<file path="config.mk">
export PLATFORM = sky130hd
export DESIGN_NAME = axi_read_pipe
export DESIGN_NICKNAME = d
export VERILOG_FILES = /design/src/rtl/axi_read_pkg.sv /design/src/rtl/axi_addr_fifo.sv /design/src/rtl/axi_read_pipe.sv
export SDC_FILE = /design/constraint.sdc
export NUM_CORES = 1
export LEC_CHECK = 0
export CORE_MARGIN = 10
export CORE_UTILIZATION = 45
export DETAILED_ROUTE_END_ITERATION = 12
export GPL_TIMING_DRIVEN = 0
export PLACE_DENSITY = 0.7
export SLEW_MARGIN = 20
export SYNTH_ARGS = -nofsm -noshare
export SYNTH_HDL_FRONTEND = slang
export SYNTH_SLANG_ARGS = --single-unit
</file>
<file path="constraint.sdc">
create_clock -name axi_clk -period 3.25 [get_ports axi_clk]
set_input_delay 0.4875 -clock axi_clk [delete_from_list [all_inputs] [get_ports axi_clk]]
set_output_delay 0.4875 -clock axi_clk [all_outputs]
set_load 0.05 [all_outputs]
</file>
<file path="src/rtl/axi_read_pkg.sv">
// Shared types for the AXI4-Lite read pipeline: response codes and FSM states.
package axi_read_pkg;

    typedef enum logic [1:0] {
        RESP_OKAY   = 2'b00,
        RESP_SLVERR = 2'b10
    } resp_t;

    typedef enum logic [1:0] {
        S_IDLE,
        S_ISSUE,
        S_WAIT,
        S_RESP
    } state_t;

endpackage

</file>
<file path="src/rtl/axi_addr_fifo.sv">
// Read-address queue: power-of-two ring buffer with an explicit occupancy counter.
// An entry pushed into an empty queue becomes visible only on the following cycle.
module axi_addr_fifo
    import axi_read_pkg::*;
#(
    parameter int ADDR_W = 32,
    parameter int DEPTH  = 4
) (
    input  logic                     clk,
    input  logic                     rst_n,
    input  logic                     push,
    input  logic [ADDR_W-1:0]        din,
    input  logic                     pop,
    output logic [ADDR_W-1:0]        dout,
    output logic                     full,
    output logic                     empty,
    output logic [$clog2(DEPTH):0]   count
);

    localparam int PTR_W = $clog2(DEPTH);
    localparam int CNT_W = PTR_W + 1;

    logic [ADDR_W-1:0] mem [DEPTH];
    logic [PTR_W-1:0]  wr_ptr;
    logic [PTR_W-1:0]  rd_ptr;
    logic              do_push;
    logic              do_pop;

    assign full    = (count == CNT_W'(DEPTH));
    assign empty   = (count == '0);
    assign do_push = push && !full;
    assign do_pop  = pop && !empty;
    assign dout    = mem[rd_ptr];

    always_ff @(posedge clk) begin
        if (do_push) begin
            mem[wr_ptr] <= din;
        end
    end

    // Pointers wrap naturally because DEPTH is a power of two.
    always_ff @(posedge clk or negedge rst_n) begin
        if (!rst_n) begin
            wr_ptr <= '0;
            rd_ptr <= '0;
            count  <= '0;
        end else begin
            if (do_push) begin
                wr_ptr <= wr_ptr + 1'b1;
            end
            if (do_pop) begin
                rd_ptr <= rd_ptr + 1'b1;
            end
            case ({do_push, do_pop})
                2'b10:   count <= count + 1'b1;
                2'b01:   count <= count - 1'b1;
                default: count <= count;
            endcase
        end
    end

endmodule

</file>
<file path="src/rtl/axi_read_pipe.sv">
// AXI4-Lite read front end: queues AR addresses and serialises them onto a single-beat backend.
// Define AXI_READ_TIMEOUT_EN to bound the backend wait to TIMEOUT cycles with an SLVERR response.
module axi_read_pipe
    import axi_read_pkg::*;
#(
    parameter int                ADDR_W     = 32,
    parameter int                DATA_W     = 32,
    parameter int                DEPTH      = 4,
    parameter logic [ADDR_W-1:0] ADDR_LIMIT = ADDR_W'(32'h0000_1000),
    parameter int                TIMEOUT    = 16
) (
    input  logic              axi_clk,
    input  logic              rst_n,
    input  logic [ADDR_W-1:0] ARADDR,
    input  logic              ARVALID,
    output logic              ARREADY,
    output logic [DATA_W-1:0] RDATA,
    output logic [1:0]        RRESP,
    output logic              RVALID,
    input  logic              RREADY,
    output logic [ADDR_W-1:0] addr_out,
    output logic              read_req,
    input  logic [DATA_W-1:0] data_in,
    input  logic              data_ready
);

    localparam int ALIGN_W = $clog2(DATA_W / 8);
    localparam int CNT_W   = $clog2(DEPTH) + 1;

    state_t            state;
    state_t            state_next;
    logic [ADDR_W-1:0] head;
    logic [CNT_W-1:0]  count;
    logic              full;
    logic              empty;
    logic              push;
    logic              pop;
    logic              addr_ok;
    logic              ready_en;
    logic              wait_expired;
    logic              full_unused;

    // ready_en keeps ARREADY low through reset and raises it on the first edge afterwards.
    assign ARREADY     = ready_en && (count < CNT_W'(DEPTH));
    assign push        = ARVALID && ARREADY;
    assign pop         = (state == S_IDLE) && !empty;
    assign addr_ok     = (head < ADDR_LIMIT) && (head[ALIGN_W-1:0] == '0);
    assign full_unused = full;

    axi_addr_fifo #(
        .ADDR_W (ADDR_W),
        .DEPTH  (DEPTH)
    ) u_fifo (
        .clk   (axi_clk),
        .rst_n (rst_n),
        .push  (push),
        .din   (ARADDR),
        .pop   (pop),
        .dout  (head),
        .full  (full),
        .empty (empty),
        .count (count)
    );

    always_ff @(posedge axi_clk or negedge rst_n) begin
        if (!rst_n) begin
            ready_en <= 1'b0;
        end else begin
            ready_en <= 1'b1;
        end
    end

`ifdef AXI_READ_TIMEOUT_EN
    localparam int TMR_W = $clog2(TIMEOUT + 1);
    logic [TMR_W-1:0] timer;

    always_ff @(posedge axi_clk or negedge rst_n) begin
        if (!rst_n) begin
            timer <= '0;
        end else if ((state == S_WAIT) && !data_ready) begin
            timer <= timer + 1'b1;
        end else begin
            timer <= '0;
        end
    end

    assign wait_expired = (state == S_WAIT) && !data_ready && (timer == TMR_W'(TIMEOUT - 1));
`else
    logic timeout_unused;
    assign timeout_unused = (TIMEOUT > 0);
    assign wait_expired   = 1'b0;
`endif

    always_ff @(posedge axi_clk or negedge rst_n) begin
        if (!rst_n) begin
            state <= S_IDLE;
        end else begin
            state <= state_next;
        end
    end

    always_comb begin
        state_next = state;
        case (state)
            S_IDLE:  if (!empty) state_next = addr_ok ? S_ISSUE : S_RESP;
            S_ISSUE: state_next = S_WAIT;
            S_WAIT:  if (data_ready || wait_expired) state_next = S_RESP;
            S_RESP:  if (RREADY) state_next = S_IDLE;
            default: state_next = S_IDLE;
        endcase
    end

    // Response registers load only on state transitions, so they stay frozen while RESP stalls.
    always_ff @(posedge axi_clk or negedge rst_n) begin
        if (!rst_n) begin
            RVALID   <= 1'b0;
            RDATA    <= '0;
            RRESP    <= RESP_OKAY;
            read_req <= 1'b0;
            addr_out <= '0;
        end else begin
            read_req <= pop && addr_ok;
            if (pop && addr_ok) begin
                addr_out <= head;
            end
            case (state)
                S_IDLE: begin
                    if (pop && !addr_ok) begin
                        RVALID <= 1'b1;
                        RDATA  <= '0;
                        RRESP  <= RESP_SLVERR;
                    end
                end
                S_WAIT: begin
                    if (data_ready) begin
                        RVALID <= 1'b1;
                        RDATA  <= data_in;
                        RRESP  <= RESP_OKAY;
                    end else if (wait_expired) begin
                        RVALID <= 1'b1;
                        RDATA  <= '0;
                        RRESP  <= RESP_SLVERR;
                    end
                end
                S_RESP: begin
                    if (RREADY) begin
                        RVALID <= 1'b0;
                    end
                end
                default: begin
                end
            endcase
        end
    end

endmodule

</file>
==> results of run 1 <==
worst register-to-register path: cells and delay by family (launching register included):
| kind | cells | cell delay, ps |
|---|---|---|
| AOI/OAI and AO/OA | 3 | 930 |
| DFF | 1 | 410 |
| and+or+nand+nor | 3 | 750 |
| buffers and inverters | 2 | 450 |
cells in the final DEF (no fill, tap or decap), types with 7 or more instances in the layout:
| cell | instances |
|---|---|
| o21ai_0 | 8 |
| clkdlybuf4s50_1 | 135 |
| a22o_1 | 32 |
| mux4_2 | 10 |
| dfrtp_1 | 77 |
| nor4_1 | 14 |
| clkbuf_1 | 8 |
| and2_1 | 25 |
| inv_1 | 11 |
| edfxtp_1 | 128 |
| ha_1 | 10 |
| mux2_4 | 7 |
| clkbuf_16 | 21 |
power groups by stage:
stage / Combinational [mW] / Sequential, mW / Clock, mW
3_5_place_dp: 2.54 / 3.40 / 0
5_1_grt: 2.71 / 3.39 / 2.47
2_1_floorplan: 1.06 / 4.02 / 0
4_1_cts: 2.56 / 3.35 / 2.36
6_report: 2.52 / 3.35 / 2.29
3_3_place_gp: 2.46 / 3.39 / 0
Yosys cell counts, drive strengths merged (8+ instances only):
library cell,n,area (µm²)
edfxtp,128,3844
dfrtp,77,1927
a22o,32,280.3
and2,25,156.4
nor4,15,108.9
buf,11,70.06
inv,11,41.29
ha,10,125.1
mux2,10,138.9
mux4,10,225.2
o21ai,8,40.04
final timing paths:
kind | start | endpoint | slack, ps | cells after the start
worst min register to register | addr_out[12] | addr_out[12] | 480 | 1
max in group asynchronous | rst_n | state[0] | 2200 | 3
worst min-delay path | rst_n | u_fifo.rd_ptr[1] | 460 | 2
worst max register to register | u_fifo.rd_ptr[1] | RDATA[10] | 590 | 8
worst max-delay path | u_fifo.rd_ptr[1] | RDATA[10] | 590 | 8
min in group axi_clk | addr_out[12] | addr_out[12] | 480 | 1
kinds of logic after synthesis:
| kind of cell | count (synthesis) | share of synthesized area (%) |
|---|---|---|
| mux | 21 | 5.013 |
| flops | 205 | 77.32 |
| simple gates | 78 | 6.807 |
| fa+ha+maj | 11 | 1.945 |
| xor+xnor | 6 | 0.7042 |
| other cells | 2 | 0.1006 |
| compound gates | 56 | 6.421 |
| buf+inv | 26 | 1.693 |
sequential cells by signal (all words and copies together), names as in the netlist:
| signal | flops |
|---|---|
| RDATA | 32 |
| state | 2 |
| read_req | 1 |
| RVALID | 1 |
| u_fifo.mem | 128 |
| u_fifo.wr_ptr | 2 |
| u_fifo.rd_ptr | 2 |
| RRESP | 1 |
| u_fifo.count | 3 |
| addr_out | 32 |
| ready_en | 1 |
repair_timing:
action | in CTS | in global routing
hold buffers | 1 | 0
endpoints found under the hold margin | 23 | 0
buffers inserted | 0 | 0
layer usage:
layer | track usage (%) | share of wire (%) | vias to the layer above
met3 | 3.823 | 7.8 | 21
li1 | - | - | 1894
met1 | 16.18 | 41 | 2049
met5 | 0 | 0 | -
met4 | 2.993 | 1.6 | 0
met2 | 22.43 | 50 | 123
area by class of cell:
type	count	area, µm²
multi-input cells	174	1572
clock inverters	13	130.1
repair buffers	142	1476
flip-flops and latches	205	5771
well taps	220	275.3
clock buffers	25	540.5
plain buffers	15	85.08
inverters	11	41.29
fillers	1206	6516
==> flow_metrics.py, run 1 <==
metrics = {
    "status": {
        "outcome": "completed",
    },
    "worst_setup_path": {
        "path_buf_inv": 2,
        "worstPathCellList": "buf_2, nor4_1, nand3_1, and4_1, o41ai_4, a21oi_1, buf_2, a22o_1",
        "worst_setup_path_end_kind": "flip-flop",
        "crit_family": "compound AO/OA/AOI/OAI gates",
        "slowest_stage": "o41ai_4",
        "critPathKind": "flip-flop to flip-flop",
        "crit_arrival_ps": 3010,
        "slowest_delay_ps": 490,
        "worstPathRequired_ps": 3600,
        "path_common_cell": "buf_2",
        "start_kind": "flip-flop",
        "critPathMaxFanout": 10,
    },
    "cells_and_area": {
        "n_antenna_cell": 0,
        "syn2layout_area_growth_pct": 32.52,
        "fin_nets": 650,
        "drive_gt1_share_pct": 13.68,
        "fin_util_pct": 60.28,
        "layout.cells.non_filler": 805,
        "fin_area_um2": 9891,
    },
    "timing": {
        "worst_pin_slew_ps": 827.9,
        "holdWs_ps": 458.5,
        "setup_tns_ps": 0,
        "skew_ps": 26.64,
        "slew_violations": 0,
        "fin_crit_sh_pct": 81.80,
        "relSlewSlack_pct": 44.80,
        "hold_viol": 0,
        "fin_crit_ps": 2659,
        "rsz0062_at_grt": "false",
        "fmax_ghz": 0.3761,
        "setup_slack_ps": 591.4,
        "setup_violations": 0,
    },
    "yosys": {
        "syn-cell-area_um2": 7463,
        "netlist_instances": 405,
        "synth_seq_cells": 205,
        "synth_fp_nets": 485,
        "ys_seq_area_share_pct": 77.32,
        "yosysUniqueCellTypes": 50,
        "synthFlopType": "edfxtp_1",
        "synthArstFlopShare_pct": 37.56,
        "synth_edf_count": 128,
        "yosys_warnings": 0,
        "syn_avg_cell_area_um2": 18.43,
    },
    "power_and_ir_drop": {
        "power_mw": 8.158,
        "seqPwrFrac_pct": 41.1,
        "switching_share_pct": 32.54,
        "p_leak_nw": 3.795,
        "power.density_nw_per_um2": 824.8,
        "intPower_mw": 5.504,
        "ir_drop_mv": 0.5431,
        "clockPowerShare_pct": 28.1,
        "combPwrFrac_pct": 30.8,
        "switchingPower_mw": 2.654,
    },
    "placement": {
        "placed_area_um2": 9210,
        "place_congestion": 0.7370,
        "place_inst": 766,
        "portBuffers": 136,
        "hpwl_um": 10490,
        "preCtsSetupSlack_ps": 656.8,
    },
    "clock_tree": {
        "clock_path_buffers": 3,
        "clk_pin_slew_ps": 60,
        "clk_latency_ps": 490,
        "cts_made_buffers": 21,
        "numClockSinks": 205,
        "cts_tree": "done",
        "cts.repair.resized": 0,
        "ctsHtreeMaxLevel": 1,
        "cts_root_buffer": "clkbuf_16",
    },
    "hold_path": {
        "hold_class": "input pin to asynchronous set/reset pin",
    },
    "floorplanning": {
        "pin_count": 138,
        "dieArea_um2": 22140,
        "start_util_pct": 45.49,
        "die_h_um": 148.8,
        "fp.coreArea_um2": 16410,
        "rows": 47,
        "die_w_um": 148.8,
    },
    "job": {
        "maxCapViolCount": 0,
    },
    "global_routing": {
        "grt_pass1_vias": 4518,
        "antenna_found_initial": 0,
        "grt_pass1_wl_um": 23600,
        "grt_max_degree": 55,
        "overflow": 0,
        "grt_use_total_pct": 13.13,
    },
    "routing": {
        "drtIter0Drc": 135,
        "post_drt_wl_per_cell_um": 18.41,
        "drc_errors": 0,
        "drtPass1Iterations": 4,
        "num_vias": 4087,
        "antenna_left": 0,
        "via_per_inst": 5.077,
        "wl_um": 14820,
    },
}
Power figures use the tool's default switching activity.
==> inputs of run 2 (changes only) <==
--- a/config.mk
+++ b/config.mk
@@ -9,7 +9,7 @@
 export CORE_UTILIZATION = 45
 export DETAILED_ROUTE_END_ITERATION = 12
 export GPL_TIMING_DRIVEN = 0
-export PLACE_DENSITY = 0.7
+export PLACE_DENSITY = 0.73
 export SLEW_MARGIN = 20
 export SYNTH_ARGS = -nofsm -noshare
 export SYNTH_HDL_FRONTEND = slang
==> constraint.sdc (replaced) <==
create_clock -name axi_clk -period 2.2 [get_ports axi_clk]
set_input_delay 0.33 -clock axi_clk [delete_from_list [all_inputs] [get_ports axi_clk]]
set_output_delay 0.33 -clock axi_clk [all_outputs]
set_load 0.05 [all_outputs]
==> run 2 against run 1 <==
Compared with the run above:
- the flow now finishes with violations (setup timing)
- clock power is 49% higher
- wire length is 6.0% higher
- clock skew is 16 ps lower
- core utilization is 1.4 points higher
- die area stayed put
- critical path type unchanged
- largest power group unchanged
==> flow_metrics.py, run 2 (same netlist as run 1, synthesis figures left out) <==
metrics = {
    "clock_tree": {
        "cts_made_buffers": 21,
        "ctsHtreeMaxLevel": 1,
        "numClockSinks": 205,
        "clk_latency_ps": 490,
        "clock_path_buffers": 3,
        "clk_pin_slew_ps": 60,
        "cts_tree": "done",
        "cts_root_buffer": "clkbuf_16",
    },
    "routing": {
        "drc_errors": 0,
        "wl_um": 15720,
        "num_vias": 4162,
        "wl_met1_um": 6047,
        "top_layer": "met4",
        "antenna_left": 0,
        "wl_met2_um": 8125,
        "drtIter0Drc": 238,
        "met3_length_um": 1219,
        "post_drt_wl_per_cell_um": 19.33,
        "via_per_inst": 5.119,
        "drtPass1Iterations": 4,
    },
    "timing": {
        "fin_crit_sh_pct": 109.8,
        "rsz0062_at_grt": "true",
        "hold_viol": 0,
        "skew_ps": 10.84,
        "setup_slack_ps": -216.0,
        "fin_crit_ps": 2416,
        "worst_pin_slew_ps": 834.1,
        "relSlewSlack_pct": 44.40,
        "fmax_ghz": 0.4139,
        "setup_violations": 66,
        "slew_violations": 0,
    },
    "power_and_ir_drop": {
        "power.density_nw_per_um2": 1229,
        "ir_drop_mv": 0.7955,
        "power_mw": 12.45,
        "p_leak_nw": 3.900,
    },
    "worst_setup_path": {
        "path_buf_inv": 2,
        "critPathKind": "flip-flop to flip-flop",
        "r2r-end": "RDATA[8]",
        "start_kind": "flip-flop",
        "worst_setup_path_end_kind": "flip-flop",
        "worstPathCellList": "or4_4, o311a_4, o41ai_4, buf_4, a21oi_4, buf_6, a22o_1",
        "slowest_stage": "or4_4",
        "reg2reg_depth": 7,
        "cp-endpoint": "RDATA[8]",
        "reg2reg_from": "u_fifo.mem[2][23]",
        "cp.depth": 7,
        "critPathMaxFanout": 7,
        "worstPathRequired_ps": 2570,
        "startpoint": "u_fifo.mem[2][23]",
        "crit_family": "compound AO/OA/AOI/OAI gates",
        "crit_arrival_ps": 2790,
        "regToRegSetupSlack_ps": -220,
        "slowest_delay_ps": 540,
    },
    "cells_and_area": {
        "layout.cells.non_filler": 813,
        "fin_nets": 658,
        "n_antenna_cell": 0,
        "fill_cells": 1185,
        "final_cell_mix": "134 x clkdlybuf4s50_1, 128 x edfxtp_1, 75 x dfrtp_1, 32 x a22o_1, 21 x clkbuf_16",
        "final_common_cell": "clkdlybuf4s50_1",
        "syn2layout_area_growth_pct": 35.71,
        "regMostFlops": "u_fifo.mem",
        "fin_util_pct": 61.73,
        "reg_top3": "u_fifo.mem: 128 flops, RDATA: 32 flops, addr_out: 32 flops",
        "largest_reg_flops": 128,
        "drive_gt1_share_pct": 21.59,
    },
    "floorplanning": {
        "rows": 47,
        "start_util_pct": 45.49,
        "die_w_um": 148.8,
        "pin_count": 138,
        "dieArea_um2": 22140,
        "die_h_um": 148.8,
        "fp.coreArea_um2": 16410,
    },
    "placement": {
        "hpwl_um": 10640,
        "preCtsSetupSlack_ps": -377.7,
        "place_congestion": 0.7867,
        "portBuffers": 136,
        "place_inst": 762,
    },
    "global_routing": {
        "overflow": 0,
        "antenna_found_initial": 0,
        "grt_pass1_vias": 4551,
        "grt_max_degree": 62,
        "grt_use_total_pct": 13.86,
        "grt_pass1_wl_um": 24480,
    },
    "status": {
        "violations": "setup timing",
        "outcome": "finished with violations",
    },
    "job": {
        "maxCapViolCount": 0,
    },
    "hold_path": {
        "hold_class": "input pin to asynchronous set/reset pin",
    },
}
## run 2: cell count changes in the layout (fill, tap and decap cells not counted), moves of 3 or more
cell | previous run | this run
buf_2 | 5 | 0
buf_12 | 4 | 0
a21oi_1 | 4 | 1
inv_2 | 0 | 3
inv_1 | 11 | 8
buf_4 | 5 | 10
and2_1 | 25 | 13
and2_4 | 0 | 12
buf_6 | 1 | 13
clkbuf_1 | 8 | 2
or4_1 | 4 | 1
or4_4 | 1 | 4
## run 2: where the power goes
| group | switching, mW | internal (mW) | total [mW] |
|---|---|---|---|
| clock | 1.42 | 2.00 | 3.42 |
| sequential | 0.311 | 4.67 | 4.98 |
| combinational | 2.39 | 1.66 | 4.05 |
## run 2: how the worst min path moves through the flow
stage | from | endpoint | slack (ps) | cells after the start
CTS | rst_n | addr_out[17] | 250 | 2
global placement | addr_out[20] | addr_out[20] | 470 | 1
global route | rst_n | addr_out[17] | 270 | 2
detailed placement | rst_n | addr_out[17] | 230 | 1
floorplan | rst_n | RDATA[0] | 30 | 0
finish | rst_n | addr_out[10] | 260 | 2
## run 2: repair_timing
action	4_1_cts	5_1_grt
gates cloned	4	1
setup endpoints to repair	70	69
endpoints found under the hold margin	16	0
buffers inserted	6	3
pin swaps	8	11
hold buffers	1	0
gates resized for setup	44	30
## run 2: cell type report
type	instances	area [µm²]	area share, %
timing repair buffer	152	1526	15.07
buffer	13	133.9	1.322
sequential	205	5773	57.00
clock buffer	22	529.3	5.225
inverter	11	41.29	0.4077
multi-input combinational	174	1707	16.85
clock inverter	16	142.6	1.408
tap	220	275.3	2.718
## run 2: through the flow
step	hold slack, ps	cell area, µm²	TNS, ps
after floorplan	34.41	7471	-361.0
after global placement	470.6	9107	-159550
after detailed placement	229.0	9133	-21240
after CTS	247.4	10020	-9399
after global routing	272.9	10130	-14460
final	255.7	10130	-9464
## run 2: worst register-to-register path, cell delays in order (launching register included)
cell and delay [ps]:
edfxtp_1 360, or4_4 540, o311a_4 410, o41ai_4 340, buf_4 200, a21oi_4 110
buf_6 150, a22o_1 200
## run 2: per-layer routing
layer	track usage, %	vias to the layer above
li1	-	1912
met1	15.75	2085
met2	25.09	140
met3	3.883	25
met4	3.631	0
met5	0	-
